[config.mk]
export PLATFORM = sky130hd
export DESIGN_NAME = regfile_wb_arbiter
export DESIGN_NICKNAME = d
export VERILOG_FILES = /design/src/rtl/regfile_wb_arbiter.sv
export SDC_FILE = /design/constraint.sdc
export NUM_CORES = 1
export LEC_CHECK = 0
export BUFFER_PORTS_ARGS = -buffer_cell sky130_fd_sc_hd__buf_2
export CELL_PAD_IN_SITES_DETAIL_PLACEMENT = 1
export CELL_PAD_IN_SITES_GLOBAL_PLACEMENT = 1
export CORE_MARGIN = 1
export CORE_UTILIZATION = 31
export CTS_BUF_LIST = sky130_fd_sc_hd__clkbuf_2
export CTS_CLUSTER_DIAMETER = 30
export DETAILED_ROUTE_END_ITERATION = 8
export PLACE_DENSITY = 0.95
export SYNTH_ARGS = -nofsm -noshare
export SYNTH_HDL_FRONTEND = slang
export SYNTH_SLANG_ARGS = --single-unit
[constraint.sdc]
create_clock -name clk -period 5.2 [get_ports clk]
set_input_delay 0.52 -clock clk [delete_from_list [all_inputs] [get_ports clk]]
set_output_delay 0.52 -clock clk [all_outputs]
set_load 0.05 [all_outputs]
[src/rtl/regfile_wb_arbiter.sv]
// Round-robin write-back arbiter for the shared regfile write port, with a registered output stage.
// Define WB_GRANT_CNT_EN to add per-requester 16-bit grant counters (grant_cnt, cnt_clr).
module regfile_wb_arbiter #(
  parameter int unsigned NumReq    = 3,
  parameter int unsigned AddrWidth = 5,
  parameter int unsigned DataWidth = 32
) (
  input  logic                          clk,
  input  logic                          rst,
  input  logic [NumReq-1:0]             req_valid,
  output logic [NumReq-1:0]             req_ready,
  input  logic [NumReq*AddrWidth-1:0]   req_rd,
  input  logic [NumReq*DataWidth-1:0]   req_data,
  input  logic                          stall,
  input  logic                          flush,
  output logic [AddrWidth-1:0]          wr_dec_in,
  output logic                          wr_en,
  output logic [DataWidth-1:0]          wr_data,
  output logic [$clog2(NumReq)-1:0]     wr_src
`ifdef WB_GRANT_CNT_EN
  ,
  input  logic                          cnt_clr,
  output logic [NumReq*16-1:0]          grant_cnt
`endif
);

  localparam int unsigned IdxW = $clog2(NumReq);

  logic [IdxW-1:0]      r_ptr;
  logic                 w_gnt_vld;
  logic [IdxW-1:0]      w_gnt_idx;
  logic [AddrWidth-1:0] w_rd;
  logic [DataWidth-1:0] w_data;

  // (base + off) mod NumReq, with both operands below NumReq
  function automatic logic [IdxW-1:0] rr_idx(input logic [IdxW-1:0] base, input int unsigned off);
    logic [IdxW:0] s;
    s = {1'b0, base} + (IdxW+1)'(off);
    if (s >= (IdxW+1)'(NumReq)) s = s - (IdxW+1)'(NumReq);
    return s[IdxW-1:0];
  endfunction

  // First valid requester at or after the pointer wins
  always_comb begin
    w_gnt_vld = 1'b0;
    w_gnt_idx = '0;
    if (!rst && !stall) begin
      for (int unsigned k = 0; k < NumReq; k++) begin
        if (!w_gnt_vld && req_valid[rr_idx(r_ptr, k)]) begin
          w_gnt_vld = 1'b1;
          w_gnt_idx = rr_idx(r_ptr, k);
        end
      end
    end
  end

  always_comb begin
    req_ready = '0;
    w_rd      = '0;
    w_data    = '0;
    for (int unsigned i = 0; i < NumReq; i++) begin
      if (w_gnt_idx == IdxW'(i)) begin
        w_rd   = req_rd[i*AddrWidth +: AddrWidth];
        w_data = req_data[i*DataWidth +: DataWidth];
        if (w_gnt_vld) req_ready[i] = 1'b1;
      end
    end
  end

  // Output stage: one write per grant; x0 and flushed grants are consumed but not written
  always_ff @(posedge clk) begin
    if (rst) begin
      r_ptr     <= '0;
      wr_en     <= 1'b0;
      wr_dec_in <= '0;
      wr_data   <= '0;
      wr_src    <= '0;
    end else begin
      wr_en <= 1'b0;
      if (w_gnt_vld) begin
        r_ptr     <= rr_idx(w_gnt_idx, 1);
        wr_dec_in <= w_rd;
        wr_data   <= w_data;
        wr_src    <= w_gnt_idx;
        wr_en     <= (w_rd != '0) && !flush;
      end
    end
  end

`ifdef WB_GRANT_CNT_EN
  logic [NumReq*16-1:0] r_cnt;

  // Counts every completed handshake; clear wins over increment
  always_ff @(posedge clk) begin
    if (rst || cnt_clr) begin
      r_cnt <= '0;
    end else begin
      for (int unsigned i = 0; i < NumReq; i++) begin
        if (req_ready[i]) r_cnt[i*16 +: 16] <= r_cnt[i*16 +: 16] + 16'd1;
      end
    end
  end

  assign grant_cnt = r_cnt;
`endif

endmodule

# ---- Yosys cells after proc, flatten, opt, wreduce, memory -nomap -nowiden
# Index checks and enable logic that the tools add are counted.
dict set report op_classes {
  n_bitwise 1
  eq_ne 2
  reduce_logical 12
  addsub 7
  n_mux 33
  magnitude_cmp 7
}
# cell n
set ops {}
lappend ops {{2-to-1 mux 32 bit} 3}
lappend ops {{2-to-1 mux 2 bit} 11}
lappend ops {{2-to-1 mux 5 bit} 3}
lappend ops {{2-to-1 mux 1 bit} 13}
lappend ops {{>= comparator 3 x 2 -> 1 bit (second input constant)} 3}
lappend ops {{less-than comparator 2 x 3 -> 1 bit (second input constant)} 3}
lappend ops {{subtractor 2 bit (second input constant)} 4}
lappend ops {{adder 2 x 1 -> 3 bit (second input constant)} 2}
lappend ops {{binary-select mux 1 bit (select 2 bit)} 3}
lappend ops {{logical NOT 1 bit} 5}
lappend ops {{nonzero test 5 bit} 1}
lappend ops {{logical AND 1 bit} 4}
lappend ops {{adder 2 x 2 -> 3 bit (second input constant)} 1}
lappend ops {{equality test 2 x 1 -> 1 bit (second input constant)} 1}
lappend ops {{equality test 2 bit (second input constant)} 1}
lappend ops {{>= comparator 2 bit (second input constant)} 1}
lappend ops {{logical NOT 2 bit} 1}
lappend ops {{OR reduction 2 bit} 1}
lappend ops {{NOT 1 bit} 1}
dict set report totals {
  out_inout_bits 43
  inputBits 118
  elab_cells 67
  register_bits 42
}

# ---- Longest topological paths before layout
# Gate-level depths: netlist of run 1.
dict set report logic_depth {
  depth_word 21
  mapped_depth 15
  mapped_depth_nobuf 13
}

# ---- Worst setup path before layout of run 1
# Ideal clock, no wire load.
dict set report synth_path {
  path_type {register to output}
  start {register r_ptr[0]}
  end {output req_ready[1]}
  path_stages_with_launch 11
  setup_slack_ns 1.977
  path_buffers 2
  arrival_ns 2.703
  cell_sequence {dfxtp_1 inv_1 ha_1 a21boi_1 o21bai_1 a21oi_1 ha_1 clkbuf_1 clkbuf_1 nand2_1 inv_1}
}
dict set report synth_between {
  elab_chain_cells 17
}
# element line_no
set synth_lines {}
lappend synth_lines {{start: declaration} 29} ;# logic [IdxW-1:0] r_ptr;
lappend synth_lines {{start signal: assignment} 81} ;# r_ptr <= rr_idx(w_gnt_idx, 1);
lappend synth_lines {{parallel branches: the longest is 13 deep, another holds adder 2 x 1 -> 3 bit} --}
lappend synth_lines {{2-to-1 mux 2 bit (*)} 49} ;# if (!w_gnt_vld && req_valid[rr_idx(r_ptr, k)]) begin
lappend synth_lines {{2-to-1 mux 2 bit (*)} 47} ;# if (!rst && !stall) begin
lappend synth_lines {{via w_gnt_idx[0]} 31} ;# logic [IdxW-1:0] w_gnt_idx;
lappend synth_lines {{equality test 2 x 1 -> 1 bit (*)} 62} ;# if (w_gnt_idx == IdxW'(i)) begin
lappend synth_lines {{2-to-1 mux 1 bit (*)} 62}
lappend synth_lines {{end: declaration} 11} ;# output logic [NumReq-1:0] req_ready,
# Mark *: on every way through the listed nets, which the timed path passes. The select of a mux whose other input is x is not followed.

# ---- Final worst setup path of run 1
dict set report layout_path {
  start {register r_ptr[1]}
  end {output req_ready[1]}
}
# Same word-level chain as after synthesis.

==> flow_summary.yaml, run 1 <==
outcome:
  status: "finished, final reports clean"
timing:
  rsz0062_at_grt: "no"
  fin_skew_ps: 3.70
  whs_ps: 274
  maxSlewViolCount: 0
  worst_pin_slew_ps: 866
  setup_viol: 0
  period_needed_ps: 4210
  tns_ps: 0
  fin_crit_sh: 0.809
  relSlewSlack: 0.422
  finalHoldViolations: 0
  fmax_mhz: 238
setup_path:
  critical_path_buf_inv_count: 4
  required_ps: 4680
  arrival_ps: 3690
  r2r_start: "r_ptr[0]"
  end_kind: "output port"
  path_delay_family: "adder cells"
  worst-r2r-setup-slack_ps: 1170
  crit_type: "flip-flop to output port"
  max_stage_delay_ps: 680
  rr_endpoint: "wr_en"
  worstSetupEndpoint: "req_ready[1]"
  ff2ff_path_depth: 14
  crit_path_cell_trace: "inv_1 > ha_1 > mux2i_1 > o221ai_2 > o21bai_1 > a21oi_1 > ha_1 > buf_4 > nand2_1 > inv_1 > buf_2"
  worst_setup_path_start_kind: "flip-flop"
  critical_path_depth: 11
  crit_fanout: 21
  crit_slowest_cell: "ha_1"
  critPathLaunch: "r_ptr[1]"
logic_synthesis:
  ys.warnings.count: 0
  synth_top_area_frac: 0.339
  syn_area_um2: 2480
  yosysUniqueCellTypes: 34
  synthCells: 343
  synth_edf_count: 0
  synth_area_per_cell_um2: 7.23
  synthArstFlopShare: 0
  synth_ff_type: "dfxtp_1"
  yosys-top-cells-area: "dfxtp_1 (34%), nand2_1 (16%), a22oi_1 (11%)"
  synth_area_leader_cell: "dfxtp_1"
  synth_seq_cells: 42
  synth_nets: 468
  yosysSeqAreaShare: 0.339
global_route:
  grt_pass1_wl_mm: 14.1
  grt_max_degree: 42
  overflow: 0
  antenna_found_initial: 0
  first_global_vias: 3045
  gr-usage-all-layers: 0.206
power:
  powerDensity_nw_per_um2: 265
  comb_power_share: 0.383
  p_switching_mw: 0.345
  seq_power_share: 0.404
  peakVddDrop_mv: 0.126
  clock_power_share: 0.213
  switching_share: 0.387
  internal_power_mw: 0.546
  power_mw: 0.891
  leakage_nw: 1.59
floorplanning:
  die_w_um: 91.4
  die-area_um2: 8360
  start_util: 0.321
  die_h_um: 91.4
  core_area_um2: 7730
  io_pins: 161
  rows: 32
place:
  placed_area_um2: 3300
  place_congestion: 0.816
  portBuffers: 160
  dp_hpwl_mm: 6.61
layout:
  antenna_cells: 0
  stdcell_area_um2: 3370
  drive_gt1_frac: 0.371
  finalCoreUtilization: 0.436
  area_delta_synth_final_pct: 35.7
  final_common_cell: "buf_2"
  nets: 612
  final_cell_mix: "buf_2 (160), nand2_1 (106), dfxtp_1 (42)"
clocking:
  post_cts_buffers: 0
  postCtsHoldBufs: 0
  clockBufferDepth: 2
  cts_tree: "built"
  ctsResizeCount: 0
  clk_pin_slew_worst_paths_ps: 200
  clock_sinks: 42
  h-tree-depth: 2
  numCtsBuffers: 5
  cts-root-buf: "clkbuf_2"
  insertion_delay_ps: 380
detailed_routing:
  first_pass_iters: 4
  drtIter0Drc: 88
  num_vias: 3039
  viasPerCell: 5.15
  finalWirelength_mm: 8.70
  antenna_left: 0
  drc: 0
  post_drt_wl_per_cell_um: 14.7
worst_hold_path:
  hp-class: "input pin to flip-flop"
flow_run:
  max_cap_viol_count: 0
## worst register-to-register path: stages (launching register included)
cell and delay, ps:
dfxtp_1 420, inv_1 80, ha_1 430, a21boi_1 420
o22ai_1 150, o21ai_0 310, nand2_1 140, ha_1 480
buf_4 350, nor2b_2 150, buf_4 250, a22oi_1 90
o21ai_0 310, a211oi_1 110, a311oi_1 280
## synth_stat cells, types with 3 or more instances
master / instances
nand2_1: 106
dfxtp_1: 42
a21oi_1: 38
o21ai_0: 38
a22oi_1: 37
clkbuf_1: 17
ha_1: 7
nand3b_1: 7
nor2_1: 6
buf_6: 5
inv_1: 4
a31oi_1: 3
and2_1: 3
buf_2: 3
nand2b_1: 3
## state kept, by name, summed over array words and instances (netlist names)
signal	flops
wr_src	2
wr_en	1
r_ptr	2
wr_data	32
wr_dec_in	5
## power groups by stage
stage | registers, mW | logic [mW] | clock network (mW)
final | 0.360 | 0.341 | 0.190
after global routing | 0.363 | 0.374 | 0.209
after CTS | 0.361 | 0.344 | 0.198
after detailed placement | 0.367 | 0.343 | 0
after global placement | 0.366 | 0.329 | 0
after floorplan | 0.448 | 0.152 | 0
## through the flow
step	instances	setup slack [ps]
finish	590	993
global route	590	614
CTS	590	978
detailed placement	582	1230
global placement	582	1520
floorplan	343	1980
## worst min path at each step
stage	from	end	slack [ps]	cells past startpoint
6_report	flush	wr_en	270	2
5_1_grt	flush	wr_en	250	2
4_1_cts	flush	wr_en	230	2
3_5_place_dp	wr_data[26]	wr_data[26]	450	2
3_3_place_gp	wr_data[9]	wr_data[9]	440	2
2_1_floorplan	r_ptr[1]	r_ptr[1]	520	2
## logic make-up (layout without fill, tap and decap cells)
logic type | count (synthesis) | in the layout | synth area share
compound gates | 132 | 132 | 0.336
simple gates | 128 | 128 | 0.215
flops | 42 | 42 | 0.339
buf+inv | 32 | 177 | 0.0666
fa+ha+maj | 7 | 7 | 0.0353
mux | 2 | 2 | 0.00807
## final cells by class
class                           count  area (µm²)
Clock buffer                        7        35.0
Clock inverter                      1        30.0
Fill cell                        1025        4360
Inverter                            4        15.0
Multi-Input combinational cell    269        1480
Sequential cell                    42         841
Tap cell                          102         128
Timing Repair Buffer              165         838
## metal layers
metal  track usage  part of all wire  up-vias
li1              -                 -     1489
met1         0.242              0.41     1439
met2         0.378              0.52      100
met3        0.0377             0.055       11
met4        0.0556             0.011        0
met5             0                 0        -
(Power assumes the default switching activity.)
==> inputs of run 2 (changes only) <==
ABC_AREA = 1   (was unset)
CORE_UTILIZATION = 29   (was 31)
PLACE_DENSITY = 0.94   (was 0.95)
clock period = 4.2 ns   (was 5.2 ns; I/O delays follow)
==> run 2 against run 1 <==
Compared with the run above:
- the flow now finishes with violations (design-rule violations)
- wire length increased by 16%
- critical path type unchanged
- clock power decreased by 7%
- register-to-register slack got worse by 430 ps
- via count increased by 12%
- setup slack got worse by 280 ps
- largest cell class unchanged
==> flow_summary.yaml, run 2 <==
clocking:
  numCtsBuffers: 5
  postCtsHoldBufs: 0
  post_cts_buffers: 0
  h-tree-depth: 2
  cts_tree: "built"
  clockBufferDepth: 2
  clk_pin_slew_worst_paths_ps: 220
  clock_sinks: 42
  cts-root-buf: "clkbuf_2"
  ctsResizeCount: 0
  insertion_delay_ps: 410
detailed_routing:
  post_drt_wl_per_cell_um: 14.5
  drtIter0Drc: 92
  antenna_left: 0
  drc: 14
  viasPerCell: 4.92
  num_vias: 3415
  finalWirelength_mm: 10.1
  first_pass_iters: 7
place:
  portBuffers: 160
  place_congestion: 0.823
  dp_hpwl_mm: 7.48
  placed_area_um2: 3500
  dp_slack_ps: 752
logic_synthesis:
  synth_commonest_cells: "nand2_1 (129), nor2_1 (73), nand3_1 (58)"
  synth_area_per_cell_um2: 6.07
  synthCells: 443
  yosysUniqueCellTypes: 25
  synth_area_leader_cell: "dfxtp_1"
  synth_top_area_frac: 0.313
  ys.warnings.count: 0
  synth_xor_area_frac: 0
  synth_ff_type: "dfxtp_1"
  synthArstFlopShare: 0
  synth_compound_area_frac: 0.152
  syn_area_um2: 2690
  synth_edf_count: 0
  synth_most_common_cell: "nand2_1"
  yosys-top-cells-area: "dfxtp_1 (31%), nand2_1 (18%), nand3_1 (11%)"
  synthMuxAreaShare: 0
  synth-simple-area-share: 0.413
  synth_fa_ha_area_frac: 0.0326
  yosysSeqAreaShare: 0.313
  synth_seq_cells: 42
  synth_nets: 568
  synth_top_family_by_area: "simple AND/OR/NAND/NOR gates"
layout:
  stdcell_area_um2: 3540
  antenna_cells: 0
  ff_latch_area_um2: 841
  nFillCells: 1251
  largest_register_ffs: 32
  final_cell_mix: "buf_2 (160), nand2_1 (129), nor2_1 (73)"
  reg_top3: "wr_data: 32 flops, wr_dec_in: 5 flops"
  finalCoreUtilization: 0.400
  drive_gt1_frac: 0.311
  nets: 710
  largest_register: "wr_data"
  multi_input_area_um2: 1620
  area_delta_synth_final_pct: 31.7
  final_common_cell: "buf_2"
worst_hold_path:
  hp-class: "input pin to flip-flop"
timing:
  maxSlewViolCount: 0
  fmax_mhz: 286
  fin_crit_sh: 0.831
  setup_viol: 0
  fin_skew_ps: 24.9
  finalHoldViolations: 0
  period_needed_ps: 3490
  rsz0062_at_grt: "no"
  worst_pin_slew_ps: 888
  relSlewSlack: 0.407
  setup_ws_ps: 710
  tns_ps: 0
setup_path:
  worst_setup_path_start_kind: "flip-flop"
  end_kind: "output port"
  worstSetupEndpoint: "req_ready[1]"
  crit_slowest_cell: "dfxtp_1"
  rr_endpoint: "wr_data[17]"
  crit_fanout: 18
  cp_common_cell: "nand2_1"
  max_stage_delay_ps: 430
  r2r_start: "r_ptr[0]"
  crit_type: "flip-flop to output port"
  crit_path_cell_trace: "inv_1 > ha_1 > inv_2 > nand2_1 > nand2_1 > nand3_2 > nand2_1 > nor2_1 > nand2_1 > nand3_1 > inv_1 > ha_2 > nand3_1 > inv_1 > buf_2"
  ff2ff_path_depth: 18
  arrival_ps: 3070
  worst-r2r-setup-slack_ps: 740
  critPathLaunch: "r_ptr[0]"
  required_ps: 3780
power:
  internal_power_mw: 0.625
  comb_power_share: 0.436
  powerDensity_nw_per_um2: 315
  clock_power_share: 0.159
  leakage_nw: 1.99
  seq_power_share: 0.405
  power_mw: 1.12
  switching_share: 0.440
  p_switching_mw: 0.490
  peakVddDrop_mv: 0.102
floorplanning:
  die-area_um2: 9660
  die_h_um: 98.3
  rows: 34
  start_util: 0.304
  die_w_um: 98.3
  core_area_um2: 8850
  io_pins: 161
global_route:
  overflow: 0
  gr-usage-all-layers: 0.215
  first_global_vias: 3471
  grt_pass1_wl_mm: 16.6
  antenna_found_initial: 0
  grt_max_degree: 38
outcome:
  status: "complete, but fails checks"
  violations: "design-rule violations"
flow_run:
  max_cap_viol_count: 0
-- run 2: cell count changes after synthesis, moves of 4 or more --
| cell | previous run | this run |
|---|---|---|
| a22oi_1 | 37 | 0 |
| buf_2 | 3 | 10 |
| clkbuf_1 | 17 | 13 |
| inv_1 | 4 | 17 |
| nand2_1 | 106 | 129 |
| nand3_1 | 0 | 58 |
| nand3b_1 | 7 | 0 |
| nor2_1 | 6 | 73 |
| o21ai_0 | 38 | 22 |
| o21ai_1 | 0 | 17 |
-- run 2: layout make-up --
class,count,area share
multi-input cells,352,0.456
flip-flops and latches,42,0.237
repair buffers,165,0.237
well taps,108,0.0381
inverters,19,0.0208
clock buffers,6,0.00848
clock inverters,2,0.00247
-- run 2: routing by layer --
| layer | up-vias | global-route usage | share of wire |
|---|---|---|---|
| li1 | 1718 | - | - |
| met1 | 1555 | 0.243 | 0.40 |
| met2 | 128 | 0.405 | 0.52 |
| met3 | 14 | 0.0429 | 0.061 |
| met4 | 0 | 0.0654 | 0.017 |
| met5 | - | 0 | 0 |
-- run 2: worst min-delay path by stage --
stage               startpoint    endpoint  slack (ps)  cells past startpoint
global placement    wr_data[3]  wr_data[3]         440                      2
detailed placement  wr_data[3]  wr_data[3]         450                      2
CTS                        rst    r_ptr[1]         200                      2
global route               rst    r_ptr[1]         180                      2
finish                     rst    r_ptr[1]         230                      2
floorplan             r_ptr[1]    r_ptr[1]         470                      2
-- run 2: worst max-delay path: cells and delay by family (launching register included) --
family	cells	cell delay, ps
buffers and inverters	5	690
flip-flops	1	430
AND/OR/NAND/NOR	8	770
adder cells (fa/ha/maj)	2	780
-- run 2: power groups by stage --
stage	sequential, mW	combinational [mW]	clock (mW)
finish	0.452	0.486	0.177
global route	0.457	0.539	0.201
CTS	0.453	0.491	0.189
detailed placement	0.460	0.489	0
global placement	0.459	0.470	0
floorplan	0.576	0.227	0
-- run 2: cells by family (layout without fill, tap and decap cells) --
logic type | count (synthesis) | after routing
DFF | 42 | 42
and+or+nand+nor | 266 | 266
buffers and inverters | 49 | 192
AOI/OAI and AO/OA | 79 | 79
adders and majority gates | 7 | 7
-- run 2: stage by stage --
| stage | instances | hold slack (ps) |
|---|---|---|
| floorplan | 443 | 466 |
| global placement | 686 | 445 |
| detailed placement | 686 | 453 |
| CTS | 694 | 196 |
| global route | 694 | 176 |
| finish | 694 | 227 |
